`config.mk`:
```
export PLATFORM = sky130hd
export DESIGN_NAME = time_report_tx
export DESIGN_NICKNAME = d
export VERILOG_FILES = /design/src/rtl/time_report_tx_pkg.sv /design/src/rtl/time_report_tx_bin2ascii2.sv /design/src/rtl/time_report_tx.sv
export SDC_FILE = /design/constraint.sdc
export NUM_CORES = 1
export LEC_CHECK = 0
export CORE_UTILIZATION = 60
export CTS_BUF_LIST = sky130_fd_sc_hd__clkbuf_2 sky130_fd_sc_hd__clkbuf_4 sky130_fd_sc_hd__clkbuf_8
export DETAILED_ROUTE_END_ITERATION = 8
export PLACE_DENSITY_LB_ADDON = 0.25
export SLEW_MARGIN = 20
export SYNTH_ARGS = -nofsm -noshare
export SYNTH_HDL_FRONTEND = slang
export SYNTH_HIERARCHICAL = 1
export SYNTH_SLANG_ARGS = --single-unit
```
`constraint.sdc`:
```
create_clock -name clk -period 8.3 [get_ports clk]
set_input_delay 1.66 -clock clk [delete_from_list [all_inputs] [get_ports clk]]
set_output_delay 1.66 -clock clk [all_outputs]
set_load 0.02 [all_outputs]
```
`src/rtl/time_report_tx_pkg.sv`:
```
// rtl/time_report_tx_pkg.sv - shared constants and types for the time report transmitter
package time_report_tx_pkg;

    typedef enum logic {
        ST_IDLE = 1'b0,
        ST_SEND = 1'b1
    } state_t;

    localparam logic [7:0] ASCII_ZERO  = 8'h30;
    localparam logic [7:0] ASCII_COLON = 8'h3A;
    localparam logic [7:0] ASCII_DOT   = 8'h2E;
    localparam logic [7:0] ASCII_CR    = 8'h0D;
    localparam logic [7:0] ASCII_LF    = 8'h0A;
    localparam logic [7:0] ASCII_S     = 8'h53;
    localparam logic [7:0] ASCII_W     = 8'h57;

    localparam logic [6:0] DIGIT_CLAMP = 7'd99;

    // Position of each character within the transmitted line.
    localparam logic [3:0] IDX_PREFIX = 4'd0;
    localparam logic [3:0] IDX_HOUR_T = 4'd1;
    localparam logic [3:0] IDX_HOUR_O = 4'd2;
    localparam logic [3:0] IDX_COLON0 = 4'd3;
    localparam logic [3:0] IDX_MIN_T  = 4'd4;
    localparam logic [3:0] IDX_MIN_O  = 4'd5;
    localparam logic [3:0] IDX_COLON1 = 4'd6;
    localparam logic [3:0] IDX_SEC_T  = 4'd7;
    localparam logic [3:0] IDX_SEC_O  = 4'd8;
    localparam logic [3:0] IDX_DOT    = 4'd9;
    localparam logic [3:0] IDX_CS_T   = 4'd10;
    localparam logic [3:0] IDX_CS_O   = 4'd11;
    localparam logic [3:0] IDX_EOL0   = 4'd12;
    localparam logic [3:0] IDX_EOL1   = 4'd13;

    function automatic logic [3:0] last_idx(input bit crlf);
        return crlf ? IDX_EOL1 : IDX_EOL0;
    endfunction

endpackage

```
`src/rtl/time_report_tx_bin2ascii2.sv`:
```
// rtl/time_report_tx_bin2ascii2.sv - binary 0..127 to two ASCII decimal digits, clamped at 99
module time_report_tx_bin2ascii2
    import time_report_tx_pkg::*;
(
    input  logic [6:0] bin_i,
    output logic [7:0] tens_o,
    output logic [7:0] ones_o
);

    logic [6:0] val;
    logic [3:0] tens;
    logic [3:0] ones;

    // Tens found by threshold comparison; ones is the remainder after the largest decade fits.
    always_comb begin
        val  = (bin_i > DIGIT_CLAMP) ? DIGIT_CLAMP : bin_i;
        tens = 4'd0;
        ones = 4'(val);
        for (int k = 1; k < 10; k++) begin
            if (val >= 7'(k * 10)) begin
                tens = 4'(k);
                ones = 4'(val - 7'(k * 10));
            end
        end
    end

    assign tens_o = ASCII_ZERO + {4'd0, tens};
    assign ones_o = ASCII_ZERO + {4'd0, ones};

endmodule

```
`src/rtl/time_report_tx.sv`:
```
// rtl/time_report_tx.sv - snapshots the time and pushes "<P>HH:MM:SS.CC<EOL>" into the UART TX FIFO
module time_report_tx
    import time_report_tx_pkg::*;
#(
    parameter bit         EOL_CRLF  = 1'b1,
    parameter logic [7:0] PREFIX_SW = ASCII_S,
    parameter logic [7:0] PREFIX_W  = ASCII_W
)(
    input  logic       clk,
    input  logic       rst,
    input  logic       i_req,
    input  logic       i_sel_m,
    input  logic [4:0] i_hour,
    input  logic [5:0] i_min,
    input  logic [5:0] i_sec,
    input  logic [6:0] i_cs,
    input  logic       tx_fifo_full,
    output logic       o_push,
    output logic [7:0] o_push_data,
    output logic       o_busy
);

    localparam logic [3:0] LAST = last_idx(EOL_CRLF);

    state_t     state_q;
    logic [3:0] idx_q;
    logic       pending_q;
    logic       sel_q;
    logic [4:0] hour_q;
    logic [5:0] min_q;
    logic [5:0] sec_q;
    logic [6:0] cs_q;

    logic       push;
    logic [7:0] byte_sel;
    logic [7:0] hour_t, hour_o, min_t, min_o, sec_t, sec_o, cs_t, cs_o;

    assign push = (state_q == ST_SEND) && !tx_fifo_full;

    always_ff @(posedge clk or negedge rst) begin
        if (!rst) begin
            state_q   <= ST_IDLE;
            idx_q     <= 4'd0;
            pending_q <= 1'b0;
            sel_q     <= 1'b0;
            hour_q    <= 5'd0;
            min_q     <= 6'd0;
            sec_q     <= 6'd0;
            cs_q      <= 7'd0;
        end else begin
            case (state_q)
                ST_IDLE: begin
                    if (i_req || pending_q) begin
                        state_q   <= ST_SEND;
                        idx_q     <= 4'd0;
                        pending_q <= 1'b0;
                        sel_q     <= i_sel_m;
                        hour_q    <= i_hour;
                        min_q     <= i_min;
                        sec_q     <= i_sec;
                        cs_q      <= i_cs;
                    end
                end
                ST_SEND: begin
                    // Any request seen mid-frame collapses into one follow-up frame.
                    if (i_req) begin
                        pending_q <= 1'b1;
                    end
                    if (push) begin
                        if (idx_q == LAST) begin
                            state_q <= ST_IDLE;
                            idx_q   <= 4'd0;
                        end else begin
                            idx_q <= idx_q + 4'd1;
                        end
                    end
                end
                default: state_q <= ST_IDLE;
            endcase
        end
    end

    time_report_tx_bin2ascii2 u_hour (.bin_i({2'd0, hour_q}), .tens_o(hour_t), .ones_o(hour_o));
    time_report_tx_bin2ascii2 u_min  (.bin_i({1'd0, min_q}),  .tens_o(min_t),  .ones_o(min_o));
    time_report_tx_bin2ascii2 u_sec  (.bin_i({1'd0, sec_q}),  .tens_o(sec_t),  .ones_o(sec_o));
    time_report_tx_bin2ascii2 u_cs   (.bin_i(cs_q),           .tens_o(cs_t),   .ones_o(cs_o));

    always_comb begin
        byte_sel = 8'h00;
        case (idx_q)
            IDX_PREFIX: byte_sel = sel_q ? PREFIX_W : PREFIX_SW;
            IDX_HOUR_T: byte_sel = hour_t;
            IDX_HOUR_O: byte_sel = hour_o;
            IDX_COLON0: byte_sel = ASCII_COLON;
            IDX_MIN_T:  byte_sel = min_t;
            IDX_MIN_O:  byte_sel = min_o;
            IDX_COLON1: byte_sel = ASCII_COLON;
            IDX_SEC_T:  byte_sel = sec_t;
            IDX_SEC_O:  byte_sel = sec_o;
            IDX_DOT:    byte_sel = ASCII_DOT;
            IDX_CS_T:   byte_sel = cs_t;
            IDX_CS_O:   byte_sel = cs_o;
            IDX_EOL0:   byte_sel = EOL_CRLF ? ASCII_CR : ASCII_LF;
            IDX_EOL1:   byte_sel = ASCII_LF;
            default:    byte_sel = 8'h00;
        endcase
    end

    assign o_push      = push;
    assign o_push_data = push ? byte_sel : 8'h00;
    assign o_busy      = (state_q == ST_SEND);

endmodule

```
Word level (Yosys, flattened, before mapping)
Cells that the tools add are included.
{ "word_totals": {"regBits": 31, "input_bits": 29, "output_inout_bits": 10, "word_cells": 208} }
{ "classes": {"n_addsub": 45, "order_cmp": 40, "n_eq_ne": 16, "n_mux": 90, "n_bitwise": 1, "reduce_logical": 8} }
{ "op_table": {"columns": ["operator", "count"], "rows": [
  ["4-bit two-way mux", 47],
  ["8-bit one-hot mux with 13 select lines", 1],
  ["7-bit by 6-bit greater-or-equal comparator with 1-bit output (second input constant)", 12],
  ["7-bit greater-or-equal comparator (second input constant)", 12],
  ["4-bit subtractor (second input constant)", 20],
  ["6-bit by 4-bit adder with 7-bit output (first input constant)", 8],
  ["7-bit by 5-bit greater-or-equal comparator with 1-bit output (second input constant)", 8],
  ["3-bit two-way mux", 17],
  ["4-bit by 3-bit subtractor with 4-bit output (second input constant)", 8],
  ["7-bit by 4-bit greater-or-equal comparator with 1-bit output (second input constant)", 4],
  ["7-bit two-way mux", 4],
  ["4-bit equality test (second input constant)", 6],
  ["4-bit by 3-bit equality test with 1-bit output (second input constant)", 4],
  ["2-bit two-way mux", 8],
  ["4-bit by 1-bit subtractor with 4-bit output (second input constant)", 4],
  ["4-bit by 2-bit subtractor with 4-bit output (second input constant)", 4],
  ["6-bit by 7-bit greater-than comparator with 1-bit output (second input constant)", 2],
  ["1-bit two-way mux", 9],
  ["4-bit by 2-bit equality test with 1-bit output (second input constant)", 2],
  ["8-bit two-way mux", 1],
  ["4-bit one-hot mux with 2 select lines", 1],
  ["5-bit by 7-bit greater-than comparator with 1-bit output (second input constant)", 1],
  ["7-bit greater-than comparator (second input constant)", 1],
  ["2-bit AND reduction", 3],
  ["other kinds (11)", 13]
]} }

Depth between registers and ports, before layout
Gate-level depths: netlist of the first run.
{ "logic_depth": {"word_depth": 15, "mapped_depth": 14, "mapped_depth_nobuf": 13} }

Cells and area by module
The synthesis of the first run kept the hierarchy.
{ "modules_own_cells": {"columns": ["module", "n_inst", "cells_per_inst", "area_each_um2", "seq_area_each_um2"], "rows": [
  ["time_report_tx_bin2ascii2", 4, 122, 790.8, 0.0],
  ["time_report_tx", 1, 204, 2013.2, 775.7]
]} }

Worst setup path after synthesis of the first run
Ideal clock, no wire load.
{ "synth_path": {"kind": "register to output", "startpoint": "register cs_q[3]", "endpoint": "output o_push_data[2]", "arrival_ns": 3.154, "required_ns": 6.640, "setup_slack_ns": 3.486, "path_stages_with_launch": 15, "path_cell_list": "dfrtp_1 -> buf_6 -> o311ai_0 -> and2b_1 -> inv_1 -> ha_1 -> a311oi_1 -> inv_1 -> a311o_1 -> a211oi_1 -> o21ai_1 -> nor2b_1 -> o22ai_1 -> a22oi_1 -> a31oi_1"} }
{ "synth_between": {"elab_chain_len": 15, "word_cells_on_any_way": 42, "cone_classes": "11 x add/sub; 10 x order compare; 21 x mux"} }
{ "synth_lines": {"columns": ["element", "line_no", "rtl"], "rows": [
  ["start: declaration", "time_report_tx.sv:32", "logic [6:0] cs_q;"],
  ["start signal: assignment", "time_report_tx.sv:61", "cs_q <= i_cs;"],
  ["7-bit greater-than comparator", "time_report_tx_bin2ascii2.sv:16", "val = (bin_i > DIGIT_CLAMP) ? DIGIT_CLAMP : bin_i;"],
  ["7-bit two-way mux *", "time_report_tx_bin2ascii2.sv:16", null],
  ["7-bit by 4-bit greater-or-equal comparator with 1-bit output / 4-bit subtractor (equally long branches)", "time_report_tx_bin2ascii2.sv:20, time_report_tx_bin2ascii2.sv:22", null],
  ["4-bit two-way mux (8 in a row)", "time_report_tx_bin2ascii2.sv:20", "if (val >= 7'(k * 10)) begin"],
  ["4-bit two-way mux *", "time_report_tx_bin2ascii2.sv:20", null],
  ["6-bit by 4-bit adder with 7-bit output *", "time_report_tx_bin2ascii2.sv:28", "assign ones_o = ASCII_ZERO + {4'd0, ones};"],
  ["named net cs_o[2]", "time_report_tx.sv:36", "logic [7:0] hour_t, hour_o, min_t, min_o, sec_t, sec_o, cs_t, cs_o;"],
  ["8-bit one-hot mux with 13 select lines *", "time_report_tx.sv:90", "case (idx_q)"],
  ["8-bit two-way mux *", "time_report_tx.sv:110", "assign o_push_data = push ? byte_sel : 8'h00;"],
  ["end: declaration", "time_report_tx.sv:19", "output logic [7:0] o_push_data,"]
]} }
Mark *: on every way through the listed nets, which the timed path passes. The rest lies on a longest branch.

Final worst setup path of the first run
{ "layout_path": {"startpoint": "register cs_q[4]", "endpoint": "output o_push_data[1]"} }
Same word-level chain as after synthesis.

==> results of run 1 <==
-- cell families (layout without fill, tap and decap cells) --
kind of cell    after synthesis  after routing  share of synthesized area (%)
fa+ha+maj                    28             28                           6.77
buf+inv                     117             77                           12.2
simple gates                248            248                           26.7
compound gates              220            220                           30.6
xor+xnor                      4              4                          0.677
other cells                   9             42                          0.653
flops                        31             31                           15.0
mux                          35             35                           7.40
-- metal layers --
| layer | global-route usage, % | vias up | routed length, um |
|---|---|---|---|
| met5 | 0 | - | 0 |
| met4 | 11.9 | 0 | 442 |
| met3 | 5.48 | 45 | 1050 |
| met2 | 50.0 | 284 | 6510 |
| met1 | 42.4 | 2467 | 5930 |
| li1 | - | 2509 | - |
-- area by class of cell --
cell class | count | area, um2
Timing Repair Buffer | 40 | 393
Fill cell | 734 | 2860
Clock inverter | 3 | 67.6
Sequential cell | 31 | 776
Clock buffer | 5 | 68.8
Tap cell | 105 | 131
Multi-Input combinational cell | 577 | 3890
Inverter | 29 | 109
-- final timing paths --
path                           from  cells past startpoint              to  slack [ns]
max                         cs_q[4]                     13  o_push_data[1]        2.06
min reg2reg                   sel_q                      1           sel_q        0.55
max reg2reg                idx_q[0]                      4          o_busy        6.41
max in group asynchronous       rst                      2        min_q[4]        6.21
min                           sel_q                      1           sel_q        0.55
min in group asynchronous       rst                      2        idx_q[0]        1.77
-- Yosys cell counts, types with 13 or more instances --
library cell and count:
o21ai_0 24, clkbuf_1 30, nand2b_1 18, inv_1 27, nor2b_1 19, a21oi_1 33, ha_1 28, nor2_1 37
dfrtp_1 31, nor3_1 35, nand2_1 56, buf_4 35, a31oi_1 13, buf_2 14, mux2_2 25
-- registers in the layout, summed over array words and instances, names as in the netlist --
| register | cells |
|---|---|
| cs_q | 7 |
| min_q | 6 |
| sec_q | 6 |
| hour_q | 5 |
| idx_q | 4 |
| o_busy | 1 |
| pending_q | 1 |
| sel_q | 1 |
-- through the flow --
step | power (mW) | area (um2) | utilization (%) | worst slack, ns
floorplan | 0.627 | 5300 | - | 3.49
global placement | 0.716 | 5300 | 63.9 | 2.61
detailed placement | 0.724 | 5300 | 63.9 | 2.47
CTS | 0.913 | 5440 | 65.5 | 2.11
global route | 0.997 | 5440 | 65.5 | 1.52
finish | 0.931 | 5440 | 65.5 | 2.06
-- where the power goes --
part           internal, mW  total (mW)  switching (mW)  leakage [nW]
Clock                 0.120       0.184          0.0640        0.0644
Sequential            0.168       0.248          0.0800         0.379
Combinational         0.220       0.499           0.279          1.66
==> flow_summary.ini, run 1 <==
[status]
status = finished, final reports clean

[drt]
vias = 5305
routed_wirelength_mm = 13.9
first_pass_iters = 5
drtAntennaViolNets = 0
via_per_inst = 6.72
drtIter0Drc = 329
wl_per_cell_um = 17.6
drc = 0

[clock_network]
cts_sinks = 31
path_clk_slew_ns = 0.08
numCtsBuffers = 5
cts_resized = 0
cts_tree = done
htreeDepth = 2
clk_path_buf_depth = 2
cts-root-buf = clkbuf_8
clk_latency_ns = 0.30
postCtsHoldBufs = 0
cts_setup_buffers = 0

[setup_path]
path_cells = o311ai_0, and2b_1, inv_1, ha_1, a311oi_1, o21ai_0, a2111oi_0, nor3_1, nand3_1, o21ai_0, a21oi_1, a21oi_1, clkdlybuf4s50_1
required_ns = 6.64
path_class = register to output port
critPathTopFamily = compound AO/OA/AOI/OAI gates
cp.arrival_ns = 4.58
worstPathBufferInverterCount = 2
max_stage_delay_ns = 0.61
start_kind = register
endpoint_kind = output port
crit_path_top_delay_cell = dfrtp_1
cp_max_fo = 24

[timing]
worstMarginPinSlew_ns = 1.07
hold_violations = 0
rsz0062_at_grt = no
timing.fmax_mhz = 160
skew_ns = 0.0117
finalCriticalPeriod_ns = 6.24
timing.hold.ws_ns = 0.552
max-slew-margin-rel_pct = 28.9
slew_violations = 0
fin_crit_sh_pct = 75.2
finalSetupViolCount = 0
tns_ns = 0

[logic_synthesis]
netlist_top_cells_area = dfrtp_1 15%, ha_1 6.8%, mux2_2 5.4%, buf_4 5.1%, nand2_1 4.1%
yosysTopAreaCell = dfrtp_1
netlist_area_um2 = 5180
syn-instance-count = 692
syn_area_per_cell_um2 = 7.48
yosys_warnings = 6
ys_seq_elements = 31
synth_edf_count = 0
synth_cell_type_count = 68
ys.flop_type = dfrtp_1
ys_seq_area_share_pct = 15.0
ys_async_sr_fraction_pct = 100
yosys.area.top_type_share_pct = 15.0

[cells_and_area]
diodes = 0
final_cells = 790
mostFrequentLayoutCell = nand2_1
layout_common_cells = 56 x nand2_1, 42 x conb_1, 37 x nor2_1, 37 x clkdlybuf4s50_1, 35 x nor3_1
area_growth_pct = 5.08
final_nets = 741
drive_gt1_share_pct = 7.45

[global_routing]
antenna_found_initial = 0
grt_max_degree = 35
grt_pass1_vias = 4780
grt_util_all_layers_pct = 31.5
grt.overflow.total = 0
grt_pass1_wl_mm = 22.6

[placed_design]
gp_congestion = 0.948
io_buffers = 37
dpl.hpwl_mm = 9.91
dp_cells = 782

[die]
die_w_um = 94.9
start_util_pct = 62.4
die_h_um = 94.9
coreArea_um2 = 8300
io_pins = 39
rows = 33
die-area_um2 = 9000

[power]
powerDensity_nw_per_um2 = 171
power.leakage_nw = 2.11
vdd_drop_max_v = 0.0000880

[flow_run]
max-cap-violations = 0

[hold_path]
min_path_type = register to register
Note: power is estimated with default switching activity, not from simulation.
==> run 2, diff against run 1 <==
CORE_UTILIZATION = 56   (was 60)
clock period = 5.36 ns   (was 8.3 ns; I/O delays follow)
==> run 2 against run 1 <==
The flow now finishes with violations (DRC); cell area is 1.3% higher; hold slack worse by 0.039 ns; global-route usage is 1.8 points lower; die area increased by 7.0%; non-clock buffer count rose by 11; combinational power rose by 66%; worst setup slack got worse by 1.8 ns; clock power grew 6%; first-iteration DRC count is 57% higher; critical path type unchanged; largest cell class unchanged; largest power group unchanged.
==> flow_summary.ini, run 2 (same netlist as run 1, synthesis figures left out) <==
[clock_network]
clk_path_buf_depth = 2
cts_sinks = 31
htreeDepth = 2
cts-root-buf = clkbuf_8
path_clk_slew_ns = 0.07
cts_tree = done
postCtsHoldBufs = 0
clk_latency_ns = 0.30
cts_setup_buffers = 0
numCtsBuffers = 5

[drt]
first_pass_iters = 9
routed_wirelength_mm = 14.2
drtIter0Drc = 515
wl_per_cell_um = 17.7
drtAntennaViolNets = 0
vias = 5384
via_per_inst = 6.70
drc = 1

[hold_path]
whs_endpoint = sec_q[4]
whs_path_depth = 1
min_path_type = register to register
hold_start = sec_q[4]

[setup_path]
critPathTopFamily = compound AO/OA/AOI/OAI gates
r2r.worst_path.cells = 2
required_ns = 4.29
crit_path_top_delay_cell = clkdlybuf4s50_1
cp.arrival_ns = 4.03
max_stage_delay_ns = 0.55
cp_common_cell = inv_1
start_kind = register
worstPathBufferInverterCount = 3
endpoint_kind = output port
worstReg2RegEnd = idx_q[3]
path_class = register to output port
rrSetupSlack_ns = 3.54
cp_max_fo = 11
reg2reg_from = idx_q[1]
path_cells = o311ai_1, and2b_2, inv_1, ha_1, a311oi_2, inv_1, a311o_1, a211oi_1, o21ai_1, nor2b_1, o22ai_1, a22oi_1, a31oi_1, clkdlybuf4s50_1

[cells_and_area]
fillCellCount = 805
mostFrequentLayoutCell = nand2_1
diodes = 0
drive_gt1_share_pct = 10.1
multi_input_area_um2 = 3920
seqCellArea_um2 = 778
final_util_pct = 62.3
area_growth_pct = 6.43
final_cells = 804
regMostFlops = cs_q
final_nets = 752
fin_area_um2 = 5510
largest_reg_flops = 7
layout_common_cells = 56 x nand2_1, 42 x conb_1, 37 x nor2_1, 37 x clkdlybuf4s50_1, 34 x nor3_1
largestRegisters = cs_q: 7 flops, min_q: 6 flops, sec_q: 6 flops

[timing]
finalSetupViolCount = 0
fin_crit_sh_pct = 95.3
skew_ns = 0.00854
max-slew-margin-rel_pct = 27.1
tns_ns = 0
slew_violations = 0
timing.fmax_mhz = 196
finalCriticalPeriod_ns = 5.11
worstMarginPinSlew_ns = 1.09
hold_violations = 0

[power]
power_frac_seq_pct = 25.6
p_sw_share_pct = 48.6
p_sw_mw = 0.668
power_frac_comb_pct = 60.3
cellInternalPower_mw = 0.706
clkPwrFrac_pct = 14.2
power.leakage_nw = 2.14
vdd_drop_max_v = 0.000141
powerDensity_nw_per_um2 = 249

[die]
start_util_pct = 58.5
rows = 34
io_pins = 39
die-area_um2 = 9630
die_h_um = 98.1
die_w_um = 98.1
coreArea_um2 = 8850

[flow_run]
max-cap-violations = 0

[placed_design]
dpl.hpwl_mm = 10.2
post_dp_cell_area_um2 = 5390
dp_cells = 796
io_buffers = 37
gp_congestion = 0.995

[global_routing]
grt_max_degree = 35
antenna_found_initial = 0
grt_util_all_layers_pct = 29.7
grt_pass1_wl_mm = 23.6
grt.overflow.total = 0
grt_pass1_vias = 4892

[status]
status = complete, but fails checks
violations = DRC
==> run 2: cell count changes in the layout (fill, tap and decap cells not counted), sizes merged <==
cell,previous run,this run
clkinvlp,1,2
buf,3,14
clkinv,0,1
bufinv,2,0
==> run 2: final cells by class <==
cell class / count / area share (%)
Clock inverter: 3 / 0.363
Inverter: 29 / 1.98
Tap cell: 108 / 2.45
Multi-Input combinational cell: 577 / 71.2
Sequential cell: 31 / 14.1
Clock buffer: 5 / 1.25
Timing Repair Buffer: 51 / 8.63
==> run 2: layer usage <==
layer	routed length [um]	share of wire [%]	global-route usage, %	vias up
met5	0	0	0	-
met4	306	2.1	9.53	0
met3	1190	8.4	4.22	33
met2	6690	47	48.3	290
met1	6050	42	40.5	2528
li1	-	-	-	2533
==> run 2: worst max-delay path by stage <==
stage / startpoint / endpoint / slack [ns] / cells past startpoint
after floorplan: cs_q[3] / o_push_data[2] / 1.13 / 14
after global placement: cs_q[2] / o_push_data[2] / 0.47 / 14
after detailed placement: cs_q[2] / o_push_data[1] / 0.32 / 13
after CTS: cs_q[2] / o_push_data[1] / 0.02 / 13
after global routing: cs_q[2] / o_push_data[1] / -0.00005 / 13
final: cs_q[2] / o_push_data[2] / 0.25 / 14
==> run 2: through the flow <==
step	worst slack, ns	hold WS [ns]	total power [mW]
global placement	0.474	0.497	1.13
global route	-0.0000488	0.544	1.47
floorplan	1.13	0.474	0.971
detailed placement	0.320	0.503	1.14
finish	0.254	0.513	1.37
CTS	0.0166	0.520	1.34
==> run 2: power groups by stage <==
stage | Combinational (mW) | Clock (mW) | Sequential, mW
6_report | 0.828 | 0.195 | 0.351
5_1_grt | 0.906 | 0.204 | 0.361
4_1_cts | 0.794 | 0.196 | 0.347
3_5_place_dp | 0.790 | 0 | 0.352
3_3_place_gp | 0.776 | 0 | 0.349
2_1_floorplan | 0.680 | 0 | 0.291
==> run 2: what timing repair did <==
| action | in CTS | in global routing |
|---|---|---|
| resized for setup | 0 | 10 |
| endpoints found under the hold margin | 0 | 0 |
| setup endpoints to repair | 0 | 4 |
==> run 3, diff against run 2 <==
CORE_UTILIZATION = 53   (was 56)
GPL_TIMING_DRIVEN = 0   (was default)
SYNTH_HIERARCHICAL = default   (was 1)
==> run 3 against run 2 <==
The flow now finishes without violations; final cell count down 33%; sequential share of layout area up 5.8 points; via count down 36%; clock power up 45%; sequential power up 20%; cell area down 29%; register-to-register slack worse by 0.51 ns; total power up 48%; critical path depth down 2; combinational power up 61%; global-route usage down 0.49 points; critical path type unchanged; critical endpoint is now o_push_data[1]; largest power group unchanged.
==> flow_summary.ini, run 3 <==
[status]
status = finished, final reports clean

[drt]
wl_per_cell_um = 17.2
first_pass_iters = 7
drc = 0
vias = 3421
routed_wirelength_mm = 9.21
drtIter0Drc = 297
drtAntennaViolNets = 0
via_per_inst = 6.38

[timing]
skew_ns = 0.00933
fin_crit_sh_pct = 96.9
slew_violations = 0
finalSetupViolCount = 0
finalCriticalPeriod_ns = 5.20
worstMarginPinSlew_ns = 0.800
rsz0062_at_grt = no
tns_ns = 0
hold_violations = 0
timing.fmax_mhz = 192
max-slew-margin-rel_pct = 46.7

[cells_and_area]
regMostFlops = cs_q
final_nets = 512
largestRegisters = cs_q: 7 flops, min_q: 6 flops, sec_q: 6 flops
drive_gt1_share_pct = 12.1
largest_reg_flops = 7
final_util_pct = 65.6
fin_area_um2 = 3890
area_growth_pct = 19.1
layout_common_cells = 38 x nand2_1, 36 x clkdlybuf4s50_1, 31 x dfrtp_1
mostFrequentLayoutCell = nand2_1
diodes = 0

[logic_synthesis]
syn_area_per_cell_um2 = 7.84
yosysTopAreaCell = dfrtp_1
ys_seq_area_share_pct = 23.8
ys_async_sr_fraction_pct = 100
yosys-top-cells-count = 38 x nand2_1, 31 x dfrtp_1, 30 x a21oi_1
netlist_top_cells_area = dfrtp_1 24%, mux2_2 9.3%, ha_1 8.8%, a21oi_1 4.6%, nand2_1 4.4%
netlist_area_um2 = 3260
ys_seq_elements = 31
yosys.area.top_type_share_pct = 23.8
ys.flop_type = dfrtp_1
syn-instance-count = 416
synth.most_common_cell = nand2_1
syn-num-nets = 468
synth_cell_type_count = 63
synth_edf_count = 0
yosys_warnings = 0

[setup_path]
start_kind = register
endpoint_kind = output port
path_class = register to output port
path_cells = buf_2, clkbuf_4, nand2_1, nand2_1, ha_1, o211a_1, o311ai_2, nor2_1, a211o_1, or4_1, o31a_1, clkdlybuf4s50_1
required_ns = 4.29
cp_common_cell = nand2_1
max_stage_delay_ns = 0.54
cp_max_fo = 10
crit_path_top_delay_cell = clkdlybuf4s50_1
cp.arrival_ns = 4.12

[clock_network]
cts_sinks = 31
cts_setup_buffers = 0
cts_tree = done
clk_path_buf_depth = 2
numCtsBuffers = 5
htreeDepth = 2
path_clk_slew_ns = 0.08
clk_latency_ns = 0.29
cts-root-buf = clkbuf_8

[global_routing]
busiest_layer = met2
met2_usage_pct = 45.8
met3_usage_pct = 4.89
grt.overflow.total = 0
grt_util_all_layers_pct = 29.2
grt_max_degree = 31
grt_use_met1_pct = 40.2
antenna_found_initial = 0
grt_pass1_vias = 3040
grt_pass1_wl_mm = 14.6

[power]
vdd_drop_max_v = 0.000281
design_power_total_mw = 2.03
power.leakage_nw = 1.58
powerDensity_nw_per_um2 = 523

[die]
io_pins = 39
die-area_um2 = 6470
die_w_um = 80.5
die_h_um = 80.5
coreArea_um2 = 5920
start_util_pct = 55.1
rows = 28

[placed_design]
gp_congestion = 0.980
io_buffers = 37
post_dp_cell_area_um2 = 3740
dpl.hpwl_mm = 6.76

[flow_run]
max-cap-violations = 0

[hold_path]
min_path_type = register to register
run 3: changes by cell type after synthesis, moves of 9 or more:
cell	previous run	this run
a22oi_1	12	2
nor3_1	35	5
nor2b_1	19	4
nand2_1	56	38
nor4b_1	9	0
buf_4	35	1
clkbuf_1	30	20
nand2b_1	18	9
o21ai_1	10	1
or3_1	12	3
run 3: layer usage:
layer	share of wire (%)	routed length (um)
met2	45	4180
met5	0	0
met3	6.7	620
met1	45	4170
met4	2.6	236
run 3: worst max-delay path: cells and delay by family, from the launching register on:
kind	cells	cell delay [ns]
AOI/OAI and AO/OA	4	1.31
adders and majority gates	1	0.37
buffers and inverters	3	0.92
DFF	1	0.36
and+or+nand+nor	4	0.85
run 3: final cells by class:
| cell class | instances | area (um2) |
|---|---|---|
| plain buffers | 30 | 128 |
| clock buffers | 5 | 68.8 |
| clock inverters | 3 | 67.6 |
| fillers | 531 | 2030 |
| inverters | 27 | 101 |
| multi-input cells | 327 | 2270 |
| flip-flops and latches | 31 | 776 |
| well taps | 75 | 93.8 |
| repair buffers | 38 | 385 |
run 3: kinds of logic after synthesis:
| group | synth area share [%] |
|---|---|
| other | 0.115 |
| buffers and inverters | 7.02 |
| xor gates and xnor gates | 0.806 |
| adders and majority gates | 8.82 |
| DFF | 23.8 |
| and+or+nand+nor | 20.7 |
| muxes | 10.9 |
| AOI/OAI and AO/OA | 27.9 |
run 3: report_power, final:
| part | internal [mW] | switching (mW) |
|---|---|---|
| logic | 0.536 | 0.795 |
| registers | 0.314 | 0.105 |
| clock network | 0.185 | 0.0975 |
run 3: path summary, 6_finish.rpt:
kind	from	endpoint	slack, ns	cells after the start
min reg2reg	sel_q	sel_q	0.52	1
min in group asynchronous	rst	sec_q[1]	0.58	1
max reg2reg	pending_q	sec_q[1]	3.03	5
max in group asynchronous	rst	sec_q[5]	4.43	2
max	cs_q[6]	o_push_data[1]	0.16	12
min	sel_q	sel_q	0.52	1
run 3: timing repair:
action | 4_1_cts | 5_1_grt
setup endpoints to repair | 0 | 1
hold buffers | 0 | 0
resized for setup | 0 | 6
run 3: stage by stage:
stage	std cells	hold WS [ns]	worst slack [ns]
final	536	0.515	0.164
after global routing	536	0.550	0.0335
after CTS	537	0.517	0.0571
after detailed placement	529	0.497	0.380
after global placement	528	0.495	0.407
after floorplan	416	0.480	1.34
